[src/rtl/pulse_transmitter_sequencer.sv]
// Plays a programmed pulse train on pulse_out: each table symbol is a level held for
// duration+1 cycles, and the whole program can repeat loop_count extra times.
module pulse_transmitter_sequencer #(
    parameter int ADDR_WIDTH     = 3,
    parameter int DURATION_WIDTH = 8,
    parameter int LOOP_WIDTH     = 8
) (
    input  logic                    clk,
    input  logic                    rst_n,
    input  logic                    start,
    input  logic                    stop,
    input  logic [ADDR_WIDTH-1:0]   program_last,
    input  logic [LOOP_WIDTH-1:0]   loop_count,
    input  logic                    idle_level,
    output logic [ADDR_WIDTH-1:0]   symbol_addr,
    input  logic [DURATION_WIDTH:0] symbol_data,
    output logic                    pulse_out,
    output logic                    busy,
    output logic                    symbol_strobe,
    output logic                    done
);
    typedef enum logic {IDLE, RUN} state_t;

    state_t                    state_q, state_d;
    logic                      start_q;
    logic [ADDR_WIDTH-1:0]     addr_q, addr_d;
    logic [ADDR_WIDTH-1:0]     last_q, last_d;
    logic [DURATION_WIDTH-1:0] cnt_q, cnt_d;
    logic [LOOP_WIDTH-1:0]     loops_q, loops_d;
    logic                      pulse_q, pulse_d;
    logic                      busy_q, busy_d;
    logic                      strobe_q, strobe_d;
    logic                      done_q, done_d;
    logic                      final_q, final_d;

    logic                      startEdge;
    logic                      doLoad;
    logic [ADDR_WIDTH-1:0]     loadLast;
    logic [LOOP_WIDTH-1:0]     loadLoops;

    assign startEdge = start & ~start_q;

    always_ff @(posedge clk or negedge rst_n) begin
        if (!rst_n) begin
            state_q  <= IDLE;
            start_q  <= 1'b0;
            addr_q   <= '0;
            last_q   <= '0;
            cnt_q    <= '0;
            loops_q  <= '0;
            pulse_q  <= 1'b0;
            busy_q   <= 1'b0;
            strobe_q <= 1'b0;
            done_q   <= 1'b0;
            final_q  <= 1'b0;
        end else begin
            state_q  <= state_d;
            start_q  <= start;
            addr_q   <= addr_d;
            last_q   <= last_d;
            cnt_q    <= cnt_d;
            loops_q  <= loops_d;
            pulse_q  <= pulse_d;
            busy_q   <= busy_d;
            strobe_q <= strobe_d;
            done_q   <= done_d;
            final_q  <= final_d;
        end
    end

    always_comb begin
        state_d   = state_q;
        addr_d    = addr_q;
        last_d    = last_q;
        cnt_d     = cnt_q;
        loops_d   = loops_q;
        pulse_d   = pulse_q;
        busy_d    = busy_q;
        strobe_d  = 1'b0;
        done_d    = 1'b0;
        final_d   = final_q;
        doLoad    = 1'b0;
        loadLast  = last_q;
        loadLoops = loops_q;

        case (state_q)
            IDLE: begin
                pulse_d = idle_level;
                addr_d  = '0;
                busy_d  = 1'b0;
                // The launch load must see the fresh config, not the still-stale latches.
                if (startEdge && !stop) begin
                    last_d    = program_last;
                    loops_d   = loop_count;
                    loadLast  = program_last;
                    loadLoops = loop_count;
                    doLoad    = 1'b1;
                    state_d   = RUN;
                    busy_d    = 1'b1;
                end
            end
            RUN: begin
                if (stop) begin
                    state_d = IDLE;
                    pulse_d = idle_level;
                    addr_d  = '0;
                    busy_d  = 1'b0;
                end else if (cnt_q != '0) begin
                    cnt_d = cnt_q - 1'b1;
                end else if (final_q) begin
                    state_d = IDLE;
                    pulse_d = idle_level;
                    addr_d  = '0;
                    busy_d  = 1'b0;
                    done_d  = 1'b1;
                end else begin
                    doLoad = 1'b1;
                end
            end
            default: begin
                state_d = IDLE;
            end
        endcase

        // final_d marks the last symbol of the last pass so completion needs no extra lookahead.
        if (doLoad) begin
            pulse_d  = symbol_data[DURATION_WIDTH];
            cnt_d    = symbol_data[DURATION_WIDTH-1:0];
            strobe_d = 1'b1;
            if (addr_q == loadLast) begin
                addr_d  = '0;
                final_d = (loadLoops == '0);
                if (loadLoops != '0) begin
                    loops_d = loadLoops - 1'b1;
                end
            end else begin
                addr_d  = addr_q + 1'b1;
                final_d = 1'b0;
            end
        end
    end

    assign symbol_addr   = addr_q;
    assign pulse_out     = pulse_q;
    assign busy          = busy_q;
    assign symbol_strobe = strobe_q;
    assign done          = done_q;

endmodule

[config.mk]
export PLATFORM = sky130hd
export DESIGN_NAME = pulse_transmitter_sequencer
export DESIGN_NICKNAME = d
export VERILOG_FILES = /design/src/rtl/pulse_transmitter_sequencer.sv
export SDC_FILE = /design/constraint.sdc
export NUM_CORES = 1
export LEC_CHECK = 0
export CAP_MARGIN = 20
export CORE_AREA = 10 10 71 73
export CTS_CLUSTER_DIAMETER = 150
export DETAILED_ROUTE_END_ITERATION = 10
export DIE_AREA = 0 0 81 83
export GPL_ROUTABILITY_DRIVEN = 0
export PLACE_DENSITY = 0.86
export SYNTH_ARGS = -nofsm -noshare
export SYNTH_HDL_FRONTEND = slang
export SYNTH_SLANG_ARGS = --single-unit
[constraint.sdc]
create_clock -name clk -period 2.9 [get_ports clk]
set_input_delay 0.58 -clock clk [delete_from_list [all_inputs] [get_ports clk]]
set_output_delay 0.58 -clock clk [all_outputs]
set_load 0.01 [all_outputs]
=== Word level (Yosys, flattened, before mapping) ===
Index checks and enable logic that the tools add are counted.

* Bits in registers: 29
* Bits of input ports: 25
* Output and inout port bits: 7
* Word-level logic and storage cells: 73

* $add $sub $neg: 3
* Equal/unequal tests: 6
* Mux-type cells: 40
* Bitwise gates (word level): 3
* Reduce and logical (&&, ||, !) cells: 10

{| class="wikitable"
|+ Operator list
! kind !! number
|-
| 2-to-1 mux 8 bit || 9
|-
| 2-to-1 mux 3 bit || 7
|-
| 2-to-1 mux 1 bit || 19
|-
| nonzero test 8 bit || 2
|-
| subtractor 8 x 1 -> 8 bit, second input constant || 2
|-
| zero test 8 bit || 1
|-
| one-hot mux 1 bit (2 select lines) || 4
|-
| one-hot mux 3 bit (2 select lines) || 1
|-
| inequality test 4 x 2 -> 1 bit, second input constant || 1
|-
| inequality test 4 bit, second input constant || 1
|-
| AND reduction 2 bit || 2
|-
| nonzero test 2 bit || 2
|-
| adder 3 x 1 -> 3 bit, second input constant || 1
|-
| == test 3 bit || 1
|-
| inequality test 3 x 2 -> 1 bit, second input constant || 1
|-
| inequality test 3 bit, second input constant || 1
|-
| AND reduction 3 bit || 1
|-
| inequality test 2 x 1 -> 1 bit, second input constant || 1
|-
| inverter 1 bit || 2
|-
| AND 1 bit || 1
|-
| logical AND 1 bit || 1
|-
| zero test 1 bit || 1
|}

=== Depth between registers and ports, before layout ===
* Word-level depth: 9
* Mapped depth: 10

=== Worst setup path after synthesis ===
No wires, ideal clock.

* Kind: input to register
* From: input port stop
* To: register loops_q[6]
* Data arrival time: 2.735 ns
* Data required time: 2.780 ns
* Path slack: 0.046 ns
* Cell stages on the path: 10
* Buffers on the path: 2
* Path through: or4b_1 buf_6 buf_6 mux2i_2 ha_1 nor4b_1 nand3_1 and2_1 and2_4 a31o_1

* Cells in the longest elaborated chain, start to end: 8
* Elaborated cells between the ends (all ways): 15
* Classes of those cells: 1 x add/sub; 1 x eq/ne; 10 x mux; 3 x reduce/logical

{| class="wikitable"
|+ RTL lines
! item !! RTL line !! RTL
|-
| from (decl) || 11 || <nowiki>input logic stop,</nowiki>
|-
| zero test 1 bit || 92 || <nowiki>if (startEdge && !stop) begin</nowiki>
|-
| logical AND 1 bit || 92 ||
|-
| 2-to-1 mux 8 bit || 92 ||
|-
| 2-to-1 mux 8 bit || 86 || <nowiki>case (state_q)</nowiki>
|-
| subtractor 8 x 1 -> 8 bit / nonzero test 8 bit (equally long branches) || 134, 133 ||
|-
| 2-to-1 mux 8 bit || 133 || <nowiki>if (loadLoops != '0) begin</nowiki>
|-
| 2-to-1 mux 8 bit || 130 || <nowiki>if (addr_q == loadLast) begin</nowiki>
|-
| 2-to-1 mux 8 bit * || 126 || <nowiki>if (doLoad) begin</nowiki>
|-
| via loops_d[6] || 29 || <nowiki>logic [LOOP_WIDTH-1:0] loops_q, loops_d;</nowiki>
|-
| to (signal assigned) || 62 || <nowiki>loops_q <= loops_d;</nowiki>
|-
| to (decl) || 29 ||
|}

Mark *: on every way through the listed nets, which the timed path passes. The rest lies on a longest branch.
A chain may end at the register's enable or synchronous reset.

=== Worst setup path after layout ===
* From: input port start
* To: register loops_q[1]

* Cells in the longest elaborated chain, start to end: 8
* Elaborated cells between the ends (all ways): 14
* Classes of those cells: 1 x add/sub; 1 x eq/ne; 9 x mux; 1 x bitwise; 2 x reduce/logical

{| class="wikitable"
|+ RTL lines
! item !! RTL line !! RTL
|-
| from (decl) || 10 || <nowiki>input logic start,</nowiki>
|-
| AND 1 bit * || 41 || <nowiki>assign startEdge = start & ~start_q;</nowiki>
|-
| logical AND 1 bit * || 92 ||
|-
| 2-to-1 mux 8 bit || 92 ||
|-
| 2-to-1 mux 8 bit || 86 ||
|-
| subtractor 8 x 1 -> 8 bit / nonzero test 8 bit (equally long branches) || 134, 133 ||
|-
| 2-to-1 mux 8 bit || 133 ||
|-
| 2-to-1 mux 8 bit || 130 ||
|-
| 2-to-1 mux 8 bit * || 126 ||
|-
| via loops_d[1] || 29 ||
|}

Marks and branches as above.

==> metrics <==
status=completed; post-synthesis cell type count=49; Die Ht=83 um; LEAKAGE=1.01 nW; Post-Syn Instances=182; final wirelength=4490 um; share of cells above drive strength 1=0.183; Clock Tree Root=clkbuf_8; placed cell count=270; CP endpoint kind=flip-flop; routed vias=1584; worst-skew pair later-pin latency=0.29 ns; worst-path fanout max=4; Pwr Total=0.00157 W; ys flop type=dfrtp_1; Final Hold Fails=0; grt ovf=0; Post-synth EDFFs=0; fin worst setup slack=0.0930 ns; slew of the pin with the lowest slew margin=0.511 ns; post-synthesis sequential area ratio=0.400; H-tree lvl count=2; power share of the combinational group=0.322; PortBufs=31; Final HPWL DP=3350 um; CTS Sinks=29; crit path DAT=3.02 ns; crit path time final=2.81 ns; Fmax achieved=0.356 GHz; CTS Buffer Depth=2; 1st-iter DRT viols=83; number of inserted diodes=0; Net count, final=259; FILL cells=289; max-slew violations=0; Post-Syn Area per Cell=9.98 sq um; Die Span X=81 um; most common cell after layout, fill and taps aside=clkdlybuf4s50_1; Switch Pwr=0.000531 W; Int Pwr=0.00104 W; antenna viol nets, final=0; DRC Markers=0; CTS clk-pin slew, worst paths=0.06 ns; Hold Buf Count CTS=0; Num CTS Buffers=5; P per Cell Area=654 nW/um^2; non-filler cells, final=278; Site Rows=22; CP Data Required Time=3.11 ns; endpoints failing setup=0; Starting Density=0.500; first-pass GRT wire length=7570 um; Worst Path Class, Setup=in -> reg; Placement Cell Area=2250 sq um; Rel. slew slack=0.656; Initial DRT Pass Iterations=4; ys async rst share=1.00; Ys Warns=0; Worst VDD drop=0.273 mV; Switching Fraction=0.338; vias in the first global route=1618; via density per instance=5.70; Max Cap Viol=0; gr usage total=0.139; Top Ports=32; Clock Skews=0.00242 ns; largest net degree at the start of global routing=30; Fin Setup TNS=0 ns; most frequent cells in the layout=clkdlybuf4s50_1 (31), dfrtp_1 (29), nand2_1 (21); Mapped Area=1820 sq um; die area=6720 sq um; sequential share of power=0.398; Synth Net Count=212; crit start category=input pin; initial antenna violation count=0; P&R area growth vs syn=32.5%; pre-CTS setup slack=-0.313 ns; Core ar.=3630 sq um; Clk pwr share=0.280; fin crit share=0.968; CTS tree=done; min-delay worst type=reg -> reg; number of synthesized register bits=29; routed len/inst=16.1 um; cell area after layout=2410 sq um
synthesized netlist by cell type, types with 2 or more instances:
master / count / area, sq um
a31o_1: 3 / 26.3
buf_6: 2 / 22.5
mux2_2: 2 / 22.5
inv_1: 4 / 15.0
and2_1: 3 / 18.8
o21ai_1: 2 / 10.0
a21o_1: 3 / 22.5
xnor2_1: 5 / 43.8
ha_1: 5 / 62.6
o21ai_0: 9 / 45.0
a21oi_1: 10 / 50.1
nand2_1: 21 / 78.8
nor3_1: 4 / 20.0
a22oi_1: 2 / 15.0
mux2i_2: 2 / 27.5
nor4_1: 4 / 25.0
mux2i_1: 10 / 100
dfrtp_1: 29 / 726
a31oi_1: 2 / 12.5
o2111ai_4: 2 / 52.6
o211ai_1: 4 / 30.0
nor2_1: 15 / 56.3
nor3b_1: 7 / 52.6
nand3_1: 4 / 20.0
nand4_1: 2 / 12.5
nor4b_1: 2 / 17.5
buf_4: 2 / 15.0
kinds of logic (layout without fill, tap and decap cells):
kind of cell,count (synthesis),count (layout),share of synthesized area
adders and majority gates,5,5,0.0345
xor gates and xnor gates,5,5,0.0241
muxes,15,15,0.0951
DFF,29,29,0.400
buffers and inverters,10,58,0.0331
and+or+nand+nor,72,72,0.218
AOI/OAI and AO/OA,46,46,0.195
worst max-delay path: stages:
cell and delay, ns:
clkdlybuf4s50_1 0.47, or4b_4 0.54, mux2i_4 0.21, ha_1 0.18, nor4b_1 0.24, nand3_1 0.16
and2_1 0.20, buf_4 0.15, nand2_2 0.10, mux2i_1 0.20
flip-flops by register name, summed over array words and instances, names as in the netlist, 3 cells and up:
signal / cells
cnt_q: 8
symbol_addr: 3
last_q: 3
loops_q: 8
final timing paths:
path / from / endpoint / slack (ns) / cells past startpoint
worst min-delay path: pulse_out / pulse_out / 0.49 / 2
worst min register to register: pulse_out / pulse_out / 0.49 / 2
worst max-delay path: start / loops_q[1] / 0.09 / 10
worst max register to register: state_q / loops_q[1] / 0.35 / 9
max in group asynchronous: rst_n / loops_q[7] / 1.94 / 2
min in group asynchronous: rst_n / done / 0.68 / 2
final cells by class:
type | instances | area [sq um] | area share
Clock inverter | 2 | 37.5 | 0.0156
Inverter | 5 | 18.8 | 0.00780
Timing Repair Buffer | 45 | 415 | 0.173
Multi-Input combinational cell | 143 | 1070 | 0.443
Clock buffer | 6 | 82.6 | 0.0343
Tap cell | 48 | 60.1 | 0.0250
Sequential cell | 29 | 726 | 0.302
per-stage QoR:
step / utilization / hold WS [ns]
CTS: 0.653 / 0.491
detailed placement: 0.619 / 0.476
finish: 0.662 / 0.485
global route: 0.662 / 0.537
global placement: 0.619 / 0.471
floorplan: - / 0.284
layer usage:
layer,track usage,share of wire,vias up
met4,0.0689,0.022,0
met1,0.165,0.44,774
met5,0,0,-
li1,-,-,762
met2,0.218,0.49,37
met3,0.0420,0.051,11
power groups by stage:
| stage | registers [W] | logic (W) | clock network (W) |
|---|---|---|---|
| 3_5_place_dp | 0.000624 | 0.000486 | 0 |
| 5_1_grt | 0.000641 | 0.000566 | 0.000464 |
| 4_1_cts | 0.000617 | 0.000491 | 0.000446 |
| 6_report | 0.000626 | 0.000506 | 0.000440 |
| 3_3_place_gp | 0.000617 | 0.000464 | 0 |
| 2_1_floorplan | 0.000595 | 0.000325 | 0 |
timing repair:
| item | CTS | global route |
|---|---|---|
| setup buffers | 0 | 0 |
| gates resized for setup | 1 | 5 |
| pin swaps | 0 | 1 |
| endpoints found under the setup margin | 3 | 9 |
Note: power is estimated with default switching activity, not from simulation.
